--- config.mk ---
export PLATFORM = sky130hd
export DESIGN_NAME = cv32e40px_x_result_wb
export DESIGN_NICKNAME = d
export VERILOG_FILES = /design/src/rtl/cv32e40px_core_v_xif_pkg.sv /design/src/rtl/cv32e40px_x_result_fifo.sv /design/src/rtl/cv32e40px_x_result_wb.sv
export SDC_FILE = /design/constraint.sdc
export NUM_CORES = 1
export LEC_CHECK = 0
export CELL_PAD_IN_SITES_DETAIL_PLACEMENT = 2
export CELL_PAD_IN_SITES_GLOBAL_PLACEMENT = 2
export CORE_MARGIN = 2
export CORE_UTILIZATION = 30
export CTS_CLUSTER_SIZE = 14
export DETAILED_ROUTE_END_ITERATION = 8
export PLACE_DENSITY_LB_ADDON = 0.1
export SLEW_MARGIN = 20
export SYNTH_ARGS = -nofsm -noshare
export SYNTH_HDL_FRONTEND = slang
export SYNTH_SLANG_ARGS = --single-unit
export TNS_END_PERCENT = 20
--- constraint.sdc ---
create_clock -name clk_i -period 3.3 [get_ports clk_i]
set_clock_uncertainty 0.05 [all_clocks]
set_input_delay 0.33 -clock clk_i [delete_from_list [all_inputs] [get_ports clk_i]]
set_output_delay 0.33 -clock clk_i [all_outputs]
set_load 0.005 [all_outputs]
--- src/rtl/cv32e40px_core_v_xif_pkg.sv ---
// ---------------------------------------------------------------------------
// cv32e40px_core_v_xif_pkg
//   Shared definitions for the X-interface result path.
//   - X_DUALWRITE / X_ID_WIDTH : default interface configuration
//   - X_ID_MAX                 : width of the id field held in a buffered
//                                entry; any configured id width must fit
//   - x_result_entry_t         : one buffered coprocessor result, sized for
//                                the widest configuration (dual write)
//   - x_hi_addr()              : destination of the second dual-write word
// ---------------------------------------------------------------------------
package cv32e40px_core_v_xif_pkg;

  localparam int X_DUALWRITE = 0;
  localparam int X_ID_WIDTH  = 4;
  localparam int X_ID_MAX    = 8;

  typedef struct packed {
    logic [X_ID_MAX-1:0] id;
    logic [4:0]          rd;
    logic [1:0]          we;
    logic [63:0]         data;  // low word in [31:0]
  } x_result_entry_t;

  // The high word of a dual write always lands in the odd register of the pair.
  function automatic logic [4:0] x_hi_addr(input logic [4:0] rd);
    return rd | 5'd1;
  endfunction

endpackage

--- src/rtl/cv32e40px_x_result_fifo.sv ---
// ---------------------------------------------------------------------------
// cv32e40px_x_result_fifo
//   Synchronous FIFO of x_result_entry_t, DEPTH entries (power of two, >= 2).
//   The head is read straight from storage, so a pushed entry becomes visible
//   on head_o only after the clock edge that stores it (no fall-through).
//   Ports:
//     clk_i, rst_i   clock, asynchronous active-high reset
//     push_i/data_i  write an entry (ignored when full)
//     pop_i          drop the head entry (ignored when empty)
//     full_o/empty_o occupancy flags from the registered count
//     single_o       exactly one entry stored
//     head_o         oldest stored entry
// ---------------------------------------------------------------------------
module cv32e40px_x_result_fifo
  import cv32e40px_core_v_xif_pkg::*;
#(
  parameter int DEPTH = 2
) (
  input  logic            clk_i,
  input  logic            rst_i,
  input  logic            push_i,
  input  x_result_entry_t data_i,
  input  logic            pop_i,
  output logic            full_o,
  output logic            empty_o,
  output logic            single_o,
  output x_result_entry_t head_o
);

  localparam int AW = $clog2(DEPTH);
  localparam int CW = AW + 1;

  x_result_entry_t mem [DEPTH];
  logic [AW-1:0]   wptr_q;
  logic [AW-1:0]   rptr_q;
  logic [CW-1:0]   count_q;
  logic            do_push;
  logic            do_pop;

  assign do_push = push_i & ~full_o;
  assign do_pop  = pop_i & ~empty_o;

  // NOTE: state registers use non-blocking assignments so every flop samples
  // the pre-edge values regardless of process evaluation order.
  always_ff @(posedge clk_i or posedge rst_i) begin
    if (rst_i) begin
      wptr_q  <= '0;
      rptr_q  <= '0;
      count_q <= '0;
    end else begin
      if (do_push) wptr_q <= wptr_q + 1'b1;  // wraps: DEPTH is a power of two
      if (do_pop)  rptr_q <= rptr_q + 1'b1;
      case ({do_push, do_pop})
        2'b10:   count_q <= count_q + 1'b1;
        2'b01:   count_q <= count_q - 1'b1;
        default: count_q <= count_q;
      endcase
    end
  end

  // NOTE: the storage array has no reset; the pointers and count alone decide
  // which entries are valid, so stale contents are never observed.
  always_ff @(posedge clk_i) begin
    if (do_push) mem[wptr_q] <= data_i;
  end

  assign full_o   = (count_q == CW'(DEPTH));
  assign empty_o  = (count_q == '0);
  assign single_o = (count_q == CW'(1));
  assign head_o   = mem[rptr_q];

endmodule

--- src/rtl/cv32e40px_x_result_wb.sv ---
// ---------------------------------------------------------------------------
// cv32e40px_x_result_wb
//   Commits coprocessor results to the register file through the shared
//   write port, using only cycles the core writeback leaves free.
//   Ports:
//     clk_i, rst_i        clock, asynchronous active-high reset
//     x_result_*          coprocessor result channel (valid/ready handshake)
//     core_wb_we_i        core owns the RF write port this cycle
//     rf_we_o/waddr/wdata RF write from the X path
//     sb_clr_*            one-cycle scoreboard clear after the final write
//     id_err_o            sticky: a result arrived with an unexpected id
//     busy_o              entries buffered or a write in progress
// ---------------------------------------------------------------------------
module cv32e40px_x_result_wb
  import cv32e40px_core_v_xif_pkg::x_result_entry_t;
  import cv32e40px_core_v_xif_pkg::x_hi_addr;
#(
  parameter int DEPTH       = 2,
  parameter int X_DUALWRITE = cv32e40px_core_v_xif_pkg::X_DUALWRITE,
  parameter int X_ID_WIDTH  = cv32e40px_core_v_xif_pkg::X_ID_WIDTH
) (
  input  logic                          clk_i,
  input  logic                          rst_i,
  input  logic                          x_result_valid_i,
  output logic                          x_result_ready_o,
  input  logic [X_ID_WIDTH-1:0]         x_result_id_i,
  input  logic [32*(X_DUALWRITE+1)-1:0] x_result_data_i,
  input  logic [4:0]                    x_result_rd_i,
  input  logic [X_DUALWRITE:0]          x_result_we_i,
  input  logic                          core_wb_we_i,
  output logic                          rf_we_o,
  output logic [4:0]                    rf_waddr_o,
  output logic [31:0]                   rf_wdata_o,
  output logic                          sb_clr_valid_o,
  output logic [4:0]                    sb_clr_addr_o,
  output logic                          sb_clr_dual_o,
  output logic                          id_err_o,
  output logic                          busy_o
);

  typedef enum logic [1:0] {
    IDLE  = 2'd0,
    WR_LO = 2'd1,
    WR_HI = 2'd2
  } wb_state_e;

  wb_state_e               state_q, state_d;
  logic [X_ID_WIDTH-1:0]   expected_id_q;
  logic                    id_err_q;

  x_result_entry_t         push_entry;
  x_result_entry_t         head;
  logic                    push;
  logic                    pop;
  logic                    full;
  logic                    empty;
  logic                    single;
  logic                    more;
  logic                    dual;
  logic [4:0]              hi_addr;
  logic                    unused_head_id;

  // Ready depends only on the registered count, never on core_wb_we_i.
  assign x_result_ready_o = ~full;
  assign push             = x_result_valid_i & x_result_ready_o;

  always_comb begin
    push_entry                       = '0;
    push_entry.id[X_ID_WIDTH-1:0]    = x_result_id_i;
    push_entry.rd                    = x_result_rd_i;
    push_entry.we                    = 2'(x_result_we_i);
    push_entry.data                  = 64'(x_result_data_i);
  end

  cv32e40px_x_result_fifo #(
    .DEPTH (DEPTH)
  ) u_fifo (
    .clk_i    (clk_i),
    .rst_i    (rst_i),
    .push_i   (push),
    .data_i   (push_entry),
    .pop_i    (pop),
    .full_o   (full),
    .empty_o  (empty),
    .single_o (single),
    .head_o   (head)
  );

  // The id is only checked on entry; the buffered copy is kept for debug.
  assign unused_head_id = ^head.id;

  // A second write is needed only when the low write is enabled as well;
  // entries with we[0] = 0 retire in a single WR_LO cycle.
  assign dual    = (X_DUALWRITE != 0) & head.we[0] & head.we[1];
  assign hi_addr = x_hi_addr(head.rd);

  // After popping the head, is there still something to write next cycle?
  assign more = push | ~single;

  always_ff @(posedge clk_i or posedge rst_i) begin
    if (rst_i) begin
      state_q       <= IDLE;
      expected_id_q <= '0;
      id_err_q      <= 1'b0;
    end else begin
      state_q <= state_d;
      if (push) begin
        if (x_result_id_i != expected_id_q) id_err_q <= 1'b1;
        expected_id_q <= expected_id_q + 1'b1;
      end
    end
  end

  // NOTE: every output of this block gets a default first, so no path through
  // the case statement can leave a signal unassigned and infer a latch.
  always_comb begin
    state_d        = state_q;
    pop            = 1'b0;
    rf_we_o        = 1'b0;
    rf_waddr_o     = 5'd0;
    rf_wdata_o     = 32'd0;
    sb_clr_valid_o = 1'b0;
    sb_clr_addr_o  = 5'd0;
    sb_clr_dual_o  = 1'b0;

    case (state_q)
      IDLE: begin
        // Entering WR_LO on the push edge lets the write land one cycle later.
        if (push || !empty) state_d = WR_LO;
      end

      WR_LO: begin
        // Address and data stay on the port while the core holds it.
        rf_waddr_o = head.rd;
        rf_wdata_o = head.data[31:0];
        if (!core_wb_we_i) begin
          rf_we_o = head.we[0] & (head.rd != 5'd0);
          if (dual) begin
            state_d = WR_HI;
          end else begin
            pop            = 1'b1;
            sb_clr_valid_o = head.we[0] & (head.rd != 5'd0);
            sb_clr_addr_o  = head.rd;
            sb_clr_dual_o  = head.we[1];
            state_d        = more ? WR_LO : IDLE;
          end
        end
      end

      WR_HI: begin
        rf_waddr_o = hi_addr;
        rf_wdata_o = head.data[63:32];
        if (!core_wb_we_i) begin
          rf_we_o        = (hi_addr != 5'd0);
          pop            = 1'b1;
          sb_clr_valid_o = head.rd != 5'd0;
          sb_clr_addr_o  = head.rd;
          sb_clr_dual_o  = 1'b1;
          state_d        = more ? WR_LO : IDLE;
        end
      end

      default: state_d = IDLE;
    endcase
  end

  assign id_err_o = id_err_q;
  assign busy_o   = ~empty | (state_q != IDLE);

endmodule

**Word level (Yosys, flattened, before mapping)**

Memories as Yosys holds them, arrays and structs flattened.
Cells that the tools add are included.

- Register bits after elaboration: 11
- Bits in latches: 0
- Bits in writable memories: 84
- Bits in read-only memories: 0
- Input bits: 46
- Output and inout port bits: 48
- Logic and storage cells: 59
- Memories: 1

- $add $sub $neg: 5
- Multiply operators: 0
- Divide/modulo/power cells: 0
- Magnitude comparators: 0
- Eq/ne operators: 9
- Shift-type cells: 0
- Mux-type cells: 19
- Bitwise logic cells: 9
- Reduce and logical (&&, ||, !) cells: 10

Memories:

| name | words | width | read ports | clocked after Yosys merged registers in | write ports | RTL line | source |
|---|---|---|---|---|---|---|---|
| u_fifo.mem | 2 | 42 | 1 | 0 | 1 | cv32e40px_x_result_fifo.sv:33 | `x_result_entry_t mem [DEPTH];` |

Operators with widths:

| operator | count |
|---|---|
| $pmux 32 s2 | 1 |
| $mux 5 | 2 |
| $pmux 5 s2 | 1 |
| $mux 1 | 8 |
| $pmux 2 s2 | 2 |
| $eq 2x1->1 const B | 3 |
| $eq 2x2->1 const B | 3 |
| $pmux 1 s2 | 3 |
| $reduce_bool 5->1 | 1 |
| $add 4x1->4 const B | 1 |
| $and 1x1->1 | 4 |
| $logic_not 2->1 | 2 |
| $mux 2 | 2 |
| $ne 2x2->1 const B | 2 |
| $ne 4x4->1 | 1 |
| $reduce_and 2->1 | 2 |
| $reduce_bool 2->1 | 2 |
| $not 1->1 | 3 |
| $add 1x1->1 const B | 2 |
| $add 2x1->2 const B | 1 |
| $or 1x1->1 | 2 |
| $reduce_or 2->1 | 1 |
| $sub 2x1->2 const B | 1 |
| $logic_not 1->1 | 1 |
| $logic_or 1x1->1 | 1 |

**Logic depth before layout (Yosys ltp)**

Gate-level depths: netlist (run 1).

- Word-level depth: 7
- Depth in mapped cells: 8
- Depth with buffers taken out: 7

**Cells and area by module**

A second synthesis (run 1) with hierarchy kept.

- Cells, all modules: 347
- Area total of the unflattened synthesis: 6951.7 µm²

By module, submodules not included:

| module | times used | cells each | area an instance (µm²) | sequential area each (µm²) |
|---|---|---|---|---|
| cv32e40px_x_result_fifo | 1 | 268 | 6331.1 | 4844.6 |
| cv32e40px_x_result_wb | 1 | 79 | 620.6 | 150.1 |

**Worst setup path after synthesis (run 1)**

Ideal clock, no wire load.

- Path type: register to register
- Start: register u_fifo.count_q[0]
- End: memory u_fifo.mem[0][0] (netlist name) (enable)
- Arrival: 2.575 ns
- Required time: 2.817 ns
- Path slack: 0.242 ns
- Stages on the path, launching flop included: 7
- Buffers on the path: 1
- Clock period less this slack: 3.058 ns
- Path through: dfrtp_1 inv_1 ha_1 nor2b_1 buf_2 inv_1 nor2_1

- Word-level cells in the longest chain between the ends: 6

Ends and longest elaborated chain:

| element | RTL line | source |
|---|---|---|
| start, declared | cv32e40px_x_result_fifo.sv:36 | `logic [CW-1:0] count_q;` |
| start signal, assigned | cv32e40px_x_result_fifo.sv:54 | `2'b10: count_q <= count_q + 1'b1;` |
| start signal, assigned | cv32e40px_x_result_fifo.sv:55 | `2'b01: count_q <= count_q - 1'b1;` |
| start signal, assigned | cv32e40px_x_result_fifo.sv:56 | `default: count_q <= count_q;` |
| $eq 2x2->1 * | cv32e40px_x_result_fifo.sv:67 | `assign full_o = (count_q == CW'(DEPTH));` |
| $not 1->1 * | cv32e40px_x_result_fifo.sv:40, cv32e40px_x_result_wb.sv:64 |  |
| $and 1x1->1 | cv32e40px_x_result_wb.sv:65 | `assign push = x_result_valid_i & x_result_ready_o;` |
| $and 1x1->1 * | cv32e40px_x_result_fifo.sv:40 | `assign do_push = push_i & ~full_o;` |
| $mux 1 * | cv32e40px_x_result_fifo.sv:64 | `if (do_push) mem[wptr_q] <= data_i;` |
| $mux 1 (not written as such) * | cv32e40px_x_result_fifo.sv:64 |  |
| end, declared | cv32e40px_x_result_fifo.sv:33 |  |

Mark *: on every way between the ends. The rest lies on a longest branch, timed or not.

**Final worst setup path (run 1)**

- Start: register u_fifo.rptr_q
- End: output port sb_clr_addr_o[4]

- Word-level cells in the longest chain between the ends: 3

Ends and longest elaborated chain:

| element | RTL line | source |
|---|---|---|
| start, declared | cv32e40px_x_result_fifo.sv:35 | `logic [AW-1:0] rptr_q;` |
| start signal, assigned | cv32e40px_x_result_fifo.sv:52 | `if (do_pop) rptr_q <= rptr_q + 1'b1;` |
| $mem_v2 2x42 | -- |  |
| $mux 5 | cv32e40px_x_result_wb.sv:136 | `if (!core_wb_we_i) begin` |
| $mux 5 | -- |  |
| end, declared | cv32e40px_x_result_wb.sv:35 | `output logic [4:0] sb_clr_addr_o,` |

Every way passes these cells.

==> impl_metrics.py, run 1 <==
metrics = {
    "floorplan": {
        "io_pins": 94,
        "die_x_um": 113,
        "start_util": 0.309,
        "fp.dieH_um": 113,
        "num_rows": 39,
        "die_area_um2": 12700,
        "core-area_um2": 11500,
    },
    "yosys": {
        "syn_inst": 222,
        "synth_area_leaders": "edfxtp_1, mux2i_1, dfrtp_1, nor2b_1, xnor2_1",
        "yosys_register_bits": 86,
        "yosysWarnings": 0,
        "synth_area_um2": 3560,
        "synth-async-reset-ratio": 0.116,
        "syn_nets": 273,
        "avgSynthCellArea_um2": 16.0,
        "ys_top_cells_by_count": "edfxtp_1, mux2i_1, nor2b_1",
        "synth_cell_types": 26,
        "yosysSeqAreaShare": 0.712,
        "synth_top_area_frac": 0.642,
        "synth_edf_count": 76,
        "synth_ff_type": "edfxtp_1",
        "synth.most_common_cell": "edfxtp_1",
        "yosys.area.top_type": "edfxtp_1",
    },
    "place": {
        "place_congestion": 0.648,
        "dp_slack_ps": 759,
        "port_buffers": 92,
        "hpwl_um": 5310,
    },
    "clocking": {
        "ctsResizeCount": 0,
        "cts.path.max_buffers": 2,
        "cts_hold_buf": 0,
        "clkSlewWorstSetupHoldPaths_ps": 70,
        "clock-sinks": 86,
        "clockRootBuffer": "clkbuf_16",
        "cts_buffers": 9,
        "cts_tree": "yes",
        "clk_latency_ps": 330,
        "cts_max_level": 3,
        "post-cts-setup-buffers": 0,
    },
    "timing": {
        "timing.fmax_mhz": 352,
        "rsz0062_at_grt": "no",
        "finalCritPeriodShare": 0.860,
        "hold_viol": 0,
        "setup_slack_ps": 462,
        "setup_tns_ps": 0,
        "fin_crit_ps": 2840,
        "maxSlewHeadroom": 0.451,
        "tightestPinTransition_ps": 824,
        "final-max-slew-violation-count": 0,
        "finalSetupViolations": 0,
    },
    "worst_setup_path": {
        "cp.arrival_ps": 2460,
        "cp-end-kind": "primary output",
        "cp-start-kind": "flop",
        "r2r-end": "u_fifo.mem[1][14]",
        "reg2reg_slack_ps": 1210,
        "crit_path_max_fanout": 28,
        "crit_required_ps": 2920,
        "r2r_start": "u_fifo.count_q[0]",
        "ff2ff_path_depth": 6,
        "timing_worst_setup_path_type": "reg2out",
    },
    "status": {
        "violations": "design-rule violations",
        "status": "finished, violations left",
    },
    "route": {
        "drc": 8,
        "wirelength_um": 7610,
        "vias_per_cell": 4.48,
        "routed-via-count": 2086,
        "wire_per_inst_um": 16.3,
        "postRouteAntennaNets": 0,
        "initialDrtViolationCount": 59,
        "drt_first_pass_iters": 6,
    },
    "grt": {
        "grt_use_total": 0.127,
        "antenna_found_initial": 0,
        "grt_max_degree": 39,
        "grt_pass1_wl_um": 12300,
        "grt_pass1_vias": 2348,
        "gr-total-overflow": 0,
    },
    "finish": {
        "area_growth_pct": 37.8,
        "drive_above_1_share": 0.0774,
        "multi_input_area_um2": 923,
        "num-fill-cells": 1154,
        "seqCellArea_um2": 2530,
        "num_antenna_cells": 0,
        "final_nets": 369,
    },
    "min_path": {
        "worstHoldPathType": "in2async",
    },
    "run": {
        "maxCapViolations": 0,
    },
    "power": {
        "p_leak_nw": 1.78,
        "ir_drop_mv": 0.303,
        "powerDensity_nw_per_um2": 844,
    },
}
==> registers in the layout, summed over array words and instances (netlist names) <==
signal / flops
expected_id_q: 4
id_err_o: 1
state_q: 1
u_fifo.count_q: 2
u_fifo.mem: 76
u_fifo.wptr_q: 1
u_fifo.rptr_q: 1
==> report_power, final <==
| part | switching (mW) | leakage [nW] | internal [mW] |
|---|---|---|---|
| registers | 0.207 | 0.819 | 1.50 |
| clock network | 0.403 | 0.127 | 0.514 |
| logic | 0.612 | 0.833 | 0.902 |
==> routing by layer <==
| layer | track usage | vias up | part of all wire |
|---|---|---|---|
| li1 | - | 977 | - |
| met1 | 0.161 | 1039 | 0.42 |
| met2 | 0.217 | 62 | 0.52 |
| met3 | 0.0252 | 8 | 0.045 |
| met4 | 0.0439 | 0 | 0.013 |
| met5 | 0 | - | 0 |
==> cells by family (layout without fill, tap and decap cells) <==
kind of cell	Yosys count	after routing	synth area share
buffers and inverters	19	120	0.0306
xor gates and xnor gates	11	11	0.0271
muxes	39	39	0.110
adders and majority gates	5	5	0.0176
AOI/OAI and AO/OA	5	5	0.0109
DFF	86	86	0.712
other	1	1	0.00105
and+or+nand+nor	56	56	0.0904
==> worst max-delay path: stages, from the launching register on <==
cell and delay, ps:
dfrtp_2 900, buf_4 400, mux2i_1 300, nor2_1 70, clkdlybuf4s50_1 460
==> area by class of cell <==
type                       instances  share of cell area
clock buffer                      10              0.0467
clock inverter                     6             0.00920
inverter                           6             0.00460
sequential                        86               0.517
tap                              143              0.0365
multi-input combinational        117               0.189
timing repair buffer              98               0.197
==> worst max-delay path by stage <==
| stage | from | endpoint | slack (ps) |
|---|---|---|---|
| after floorplan | u_fifo.count_q[0] | u_fifo.mem[0][0] | 240 |
| after detailed placement | u_fifo.rptr_q | sb_clr_addr_o[4] | 760 |
| after global routing | u_fifo.rptr_q | sb_clr_addr_o[4] | 300 |
| after global placement | u_fifo.rptr_q | sb_clr_addr_o[4] | 790 |
| final | u_fifo.rptr_q | sb_clr_addr_o[4] | 460 |
| after CTS | u_fifo.rptr_q | sb_clr_addr_o[4] | 410 |
==> through the flow <==
stage / std cells / util / area, µm² / power, mW / hold WS [ps]
global placement: 450 / 0.402 / 4620 / 3.24 / 395
global route: 466 / 0.425 / 4900 / 4.42 / 290
floorplan: 222 / - / 3560 / 2.46 / 120
finish: 466 / 0.425 / 4900 / 4.13 / 252
CTS: 466 / 0.425 / 4900 / 4.23 / 271
detailed placement: 450 / 0.402 / 4620 / 3.30 / 401
==> placed cells by master, fill, tap and decap left out, drive strengths merged, types with 3 or more instances in the layout <==
cell,netlist,layout
clkbuf,4,10
nor2,8,8
ha,5,5
buf,9,6
xor2,3,3
mux2i,38,38
dfrtp,10,10
edfxtp,76,76
inv,6,8
xnor2,8,8
nor2b,38,38
clkdlybuf4s50,0,92
nand2,3,3
(Power assumes the default switching activity.)
==> run 2: changes to the inputs <==
--- a/config.mk
+++ b/config.mk
@@ -5,6 +5,7 @@
 export SDC_FILE = /design/constraint.sdc
 export NUM_CORES = 1
 export LEC_CHECK = 0
+export CAP_MARGIN = 20
 export CELL_PAD_IN_SITES_DETAIL_PLACEMENT = 2
 export CELL_PAD_IN_SITES_GLOBAL_PLACEMENT = 2
 export CORE_MARGIN = 2
==> results of run 2 <==
Final layout, timing and power as in run 1 (identical DEF).
